[config.mk]
export PLATFORM = sky130hd
export DESIGN_NAME = led_scan_scheduler
export DESIGN_NICKNAME = d
export VERILOG_FILES = /design/src/rtl/led_scan_pkg.sv /design/src/rtl/rr_arbiter2.sv /design/src/rtl/led_scan_scheduler.sv
export SDC_FILE = /design/constraint.sdc
export NUM_CORES = 1
export LEC_CHECK = 0
export BUFFER_PORTS_ARGS = -buffer_cell sky130_fd_sc_hd__buf_2
export CAP_MARGIN = 10
export CORE_MARGIN = 4
export CORE_UTILIZATION = 30
export DETAILED_ROUTE_END_ITERATION = 12
export PLACE_DENSITY = 0.47
export SYNTH_ARGS = -nofsm -noshare
export SYNTH_HDL_FRONTEND = slang
export SYNTH_SLANG_ARGS = --single-unit
export TNS_END_PERCENT = 30
[constraint.sdc]
create_clock -name CLK -period 5.5 [get_ports CLK]
set_input_delay 1.375 -clock CLK [delete_from_list [all_inputs] [get_ports CLK]]
set_output_delay 1.375 -clock CLK [all_outputs]
set_load 0.01 [all_outputs]
[src/rtl/led_scan_pkg.sv]
`default_nettype none
// ============================================================================
// led_scan_pkg
// Shared matrix geometry, scheduler state encoding and address range helper.
// Revision: 1.0
// ============================================================================
package led_scan_pkg;

   localparam int COLS = 8;
   localparam int ROWS = 16;
   localparam int XW   = $clog2(COLS);
   localparam int YW   = $clog2(ROWS);

   typedef enum logic [1:0] {
      IDLE  = 2'd0,
      CLEAR = 2'd1,
      PEND  = 2'd2,
      ACK   = 2'd3
   } state_t;

   function automatic logic in_matrix(input int x, input int y);
      return (x < COLS) && (y < ROWS);
   endfunction

endpackage
`default_nettype wire

[src/rtl/rr_arbiter2.sv]
`default_nettype none
// ============================================================================
// rr_arbiter2
// Two-port round-robin arbiter; combinational grant, last-grant pointer.
// Revision: 1.0
// ============================================================================
module rr_arbiter2 (
   input  logic CLK,
   input  logic RSTn,
   input  logic en,
   input  logic req0,
   input  logic req1,
   output logic gnt0,
   output logic gnt1
);

   // Set when port 1 holds the most recent grant; reset value favours port 0.
   logic r_last1;

   always_comb begin
      gnt0 = 1'b0;
      gnt1 = 1'b0;
      if (en) begin
         if (req0 && (!req1 || r_last1))
            gnt0 = 1'b1;
         else if (req1)
            gnt1 = 1'b1;
      end
   end

   always_ff @(posedge CLK or negedge RSTn) begin
      if (!RSTn)
         r_last1 <= 1'b1;
      else if (gnt0)
         r_last1 <= 1'b0;
      else if (gnt1)
         r_last1 <= 1'b1;
   end

endmodule
`default_nettype wire

[src/rtl/led_scan_scheduler.sv]
`default_nettype none
// ============================================================================
// led_scan_scheduler
// 8x16 LED scan with double-banked frame buffer, shared writes, tear-free swap.
// Revision: 1.0
// ============================================================================
module led_scan_scheduler
   import led_scan_pkg::*;
#(
   parameter int SCAN_DIV = 10000
) (
   input  logic          CLK,
   input  logic          RSTn,
   input  logic          req0,
   input  logic [XW-1:0] x0,
   input  logic [YW-1:0] y0,
   input  logic          d0,
   output logic          gnt0,
   input  logic          req1,
   input  logic [XW-1:0] x1,
   input  logic [YW-1:0] y1,
   input  logic          d1,
   output logic          gnt1,
   input  logic          clr_req,
   output logic          clr_busy,
   input  logic          swap_req,
   output logic          swap_ack,
   output logic [XW-1:0] xOut,
   output logic [YW-1:0] yOut,
   output logic          pix_on
);

   localparam int            c_dw      = (SCAN_DIV > 1) ? $clog2(SCAN_DIV) : 1;
   localparam logic [c_dw-1:0] c_div_max = c_dw'(SCAN_DIV - 1);
   localparam logic [XW-1:0] c_xmax    = XW'(COLS - 1);
   localparam logic [YW-1:0] c_ymax    = YW'(ROWS - 1);

   state_t            r_state;
   logic [c_dw-1:0]   r_div;
   logic              r_front;
   logic              r_swap_lat;
   logic [YW-1:0]     r_clr_row;
   logic [COLS-1:0]   r_bank [2][ROWS];

   logic              w_tick;
   logic              w_x_wrap;
   logic [XW-1:0]     w_x_nxt;
   logic [YW-1:0]     w_y_nxt;
   logic              w_frame_end;
   logic              w_swap_now;
   logic              w_front_nxt;
   logic              w_back;
   logic              w_gnt_en;
   logic              w_swap_seen;

   assign w_tick      = (r_div == c_div_max);
   assign w_x_wrap    = (xOut == c_xmax);
   assign w_x_nxt     = w_x_wrap ? '0 : xOut + XW'(1);
   assign w_y_nxt     = !w_x_wrap ? yOut : ((yOut == '0) ? c_ymax : yOut - YW'(1));
   assign w_frame_end = w_tick && w_x_wrap && (yOut == '0);
   assign w_swap_now  = (r_state == PEND) && w_frame_end;
   assign w_front_nxt = r_front ^ w_swap_now;
   assign w_back      = ~r_front;
   // No writes while clearing, nor on the edge where the banks trade places.
   assign w_gnt_en    = (r_state != CLEAR) && !w_swap_now;
   assign w_swap_seen = r_swap_lat || swap_req;

   rr_arbiter2 u_arb (
      .CLK  (CLK),
      .RSTn (RSTn),
      .en   (w_gnt_en),
      .req0 (req0),
      .req1 (req1),
      .gnt0 (gnt0),
      .gnt1 (gnt1)
   );

   always_ff @(posedge CLK or negedge RSTn) begin
      if (!RSTn)
         r_div <= '0;
      else if (w_tick)
         r_div <= '0;
      else
         r_div <= r_div + c_dw'(1);
   end

   // pix_on reads the bank that will be front after this edge, so a swap
   // shows up on the very first pixel of the new frame.
   always_ff @(posedge CLK or negedge RSTn) begin
      if (!RSTn) begin
         xOut   <= '0;
         yOut   <= c_ymax;
         pix_on <= 1'b0;
      end else if (w_tick) begin
         xOut   <= w_x_nxt;
         yOut   <= w_y_nxt;
         pix_on <= r_bank[w_front_nxt][w_y_nxt][w_x_nxt];
      end
   end

   always_ff @(posedge CLK or negedge RSTn) begin
      if (!RSTn) begin
         for (int b = 0; b < 2; b++)
            for (int r = 0; r < ROWS; r++)
               r_bank[b][r] <= '0;
      end else if (r_state == CLEAR) begin
         r_bank[w_back][r_clr_row] <= '0;
      end else if (gnt0 && in_matrix(int'(x0), int'(y0))) begin
         r_bank[w_back][y0][x0] <= d0;
      end else if (gnt1 && in_matrix(int'(x1), int'(y1))) begin
         r_bank[w_back][y1][x1] <= d1;
      end
   end

   always_ff @(posedge CLK or negedge RSTn) begin
      if (!RSTn) begin
         r_state    <= IDLE;
         r_front    <= 1'b0;
         r_swap_lat <= 1'b0;
         r_clr_row  <= '0;
         clr_busy   <= 1'b0;
         swap_ack   <= 1'b0;
      end else begin
         swap_ack <= 1'b0;
         case (r_state)
            IDLE: begin
               if (clr_req) begin
                  r_state    <= CLEAR;
                  clr_busy   <= 1'b1;
                  r_clr_row  <= '0;
                  r_swap_lat <= swap_req;
               end else if (swap_req) begin
                  r_state <= PEND;
               end
            end
            CLEAR: begin
               r_clr_row <= r_clr_row + YW'(1);
               if (r_clr_row == c_ymax) begin
                  clr_busy   <= 1'b0;
                  r_swap_lat <= 1'b0;
                  r_state    <= w_swap_seen ? PEND : IDLE;
               end else begin
                  r_swap_lat <= w_swap_seen;
               end
            end
            PEND: begin
               if (w_frame_end) begin
                  r_state  <= ACK;
                  r_front  <= ~r_front;
                  swap_ack <= 1'b1;
               end
            end
            ACK: r_state <= IDLE;
            default: r_state <= IDLE;
         endcase
      end
   end

endmodule
`default_nettype wire

==> reports/metrics.cfg <==
[sta]
rsz0062_at_grt = false
fin_crit_ps = 4550
worst_pin_slew_ps = 1360
hold_ws_ps = 466
skew_ps = 34.8
hold_viol = 0
finalMaxSlewViolations = 0
max_freq_mhz = 220
setup_tns_ps = 0
finalSetupViolations = 0
finalCritPeriodShare_pct = 82.7
max_slew_margin_pct = 8.95

[clock_network]
cts.clk_slew.worst_paths_ps = 60
numCtsBuffers = 41
htree_num_levels = 2
root_buffer = clkbuf_16
postCtsSetupRepairBufs = 0
cts_tree = built
insertion_delay_ps = 600
ctsResizeCount = 0
cts_sinks = 289
hold_buffers = 0
cts_max_path_buffers = 3

[critical_path]
cpPeakStageDelay_ps = 620
end_kind = primary output
cp_slowest_cell = dfstp_2
critPathRequiredTime_ps = 4120
r2r_cells = 14
reg2reg_setup_slack_ps = 1030
path_class = flop to primary output
start_kind = flop
cp.arrival_ps = 3170
cp_cell_sequence = inv_1 -> ha_1 -> nor2b_2 -> nor4b_4 -> nand2_4 -> o2111ai_4 -> inv_6 -> buf_2
critPathMaxFanout = 31

[grt]
grt_antenna_before_repair = 7
grt_max_degree = 161
grtUsageTotal_pct = 36.5
grt_pass1_wl_mm = 217
grt_pass1_vias = 27400
overflow = 0

[yosys]
syn-cell-area_um2 = 23400
syn-num-nets = 3149
synthTopCellsByCount = 362 x nand2_1, 354 x a21oi_1, 330 x o21ai_0
yosysWarnings = 0
synth_area_leader_cell = dfrtp_1
yosys-top-cells-area = dfrtp_1 30%, a21oi_1 7.6%, o21ai_0 7.1%, a32o_1 5.8%, nand2_1 5.8%
synth-seq-area-share_pct = 31.0
synth.top_cell.area_share_pct = 30.4
synth_area_per_cell_um2 = 7.49
ys.flop_type = dfrtp_1
ys_ff_latch = 289
yosysMostFrequentCell = nand2_1
synth_edf_count = 0
ys_types = 83
async_flop_share_pct = 100
synth_cells = 3118

[detailed_routing]
detail_route.iter0.violations = 5709
postRouteAntennaNets = 0
drc_errors = 0
first_pass_iters = 6
wire_per_inst_um = 38.1
drt-total-wl_mm = 156
vias_per_cell = 7.26
vias = 29700

[layout]
final-instance-count-excl-fill = 4090
area_growth_pct = 12.7
num-fill-cells = 8241
drive_gt1_share_pct = 10.7
multi_input_area_um2 = 14900
register_area_um2 = 7240
fin_nets = 3048
fin_util_pct = 34.1

[power_and_ir_drop]
p_leak_nw = 9.18
p_total_mw = 9.61
cellPowerDensity_nw_per_um2 = 365
ir_drop_uv = 403

[hold_path]
min_path_type = flop to flop
holdPathStages = 1

[placement]
gp_congestion = 1.07
io_buffer_count = 33
placed_cells = 4011
place_hpwl_mm = 104

[floorplan]
die_h_um = 287
pin_count = 34
start_util_pct = 30.2
die_w_um = 287
die_area_um2 = 82400
core-area_um2 = 77300
rows = 102

[run_status]
status = completed

[flow_run]
max_cap_viol_count = 0

[sequential cells by signal, indices dropped and copies added, names as in the netlist, 2 cells and up]
register / cells
r_bank: 256
r_clr_row: 4
r_div: 14
r_state: 2
xOut: 3
yOut: 4
[cells in the final DEF (no fill, tap or decap), types with 86 or more instances in the layout]
master / count
nand2_1: 361
a21oi_1: 354
o21ai_0: 329
dfrtp_1: 283
o22ai_1: 178
nand3_1: 168
nor2_1: 164
a32o_1: 136
buf_4: 125
a211oi_1: 119
a22oi_1: 92
o31ai_1: 87
o211ai_1: 86
[logic make-up (layout without fill, tap and decap cells)]
logic type / count (synthesis) / after routing / share of synthesized area, %
xor gates and xnor gates: 12 / 12 / 0.450
muxes: 71 / 71 / 3.16
and+or+nand+nor: 870 / 870 / 17.0
other: 0 / 1 / 0
adders and majority gates: 9 / 9 / 0.482
AOI/OAI and AO/OA: 1529 / 1529 / 42.1
buffers and inverters: 338 / 269 / 5.80
DFF: 289 / 289 / 31.0
[per-stage QoR]
step	worst slack [ps]	area, µm²
detailed placement	1230	24900
floorplan	1820	23400
global placement	1300	24900
CTS	1030	26300
global route	886	26300
finish	952	26300
[critical path, delay by kind of cell (launching register included)]
| kind | cells | cell delay (ps) |
|---|---|---|
| compound gates | 1 | 420 |
| simple gates | 3 | 630 |
| fa+ha+maj | 1 | 210 |
| buf+inv | 3 | 680 |
| flops | 1 | 620 |
[cell type report]
class,instances,area share (%)
Inverter,21,0.347
Tap cell,1040,4.94
Multi-Input combinational cell,2491,56.7
Antenna cell,1,0.00950
Clock inverter,11,0.532
Timing Repair Buffer,173,5.16
Clock buffer,64,4.84
Sequential cell,289,27.5
[per-layer routing]
layer | global-route usage, % | share of wire [%] | routed length (µm) | vias to the layer above
li1 | - | - | - | 11900
met1 | 48.0 | 38 | 59400 | 14400
met2 | 51.5 | 40 | 62300 | 2705
met3 | 12.2 | 14 | 22000 | 675
met4 | 21.9 | 7.8 | 12200 | 10
met5 | 0 | 0.040 | 63 | -
[final timing paths]
kind | startpoint | endpoint
setup / recovery | yOut[1]$_DFFE_PN1N_ | gnt0
hold / removal | r_div[0]$_DFF_PN0_ | r_div[0]$_DFF_PN0_
setup reg to reg | yOut[1]$_DFFE_PN1N_ | r_bank[36]$_DFFE_PN0P_
hold reg to reg | r_div[0]$_DFF_PN0_ | r_div[0]$_DFF_PN0_
max in group asynchronous | RSTn | r_state[1]$_DFFE_PN0P_
min in group asynchronous | RSTn | r_bank[116]$_DFFE_PN0P_
[where the power goes]
part | switching [mW] | internal, mW
logic | 3.25 | 1.16
clock network | 1.17 | 1.73
registers | 0.109 | 2.18
total | 4.53 | 5.07
Power figures use the tool's default switching activity.
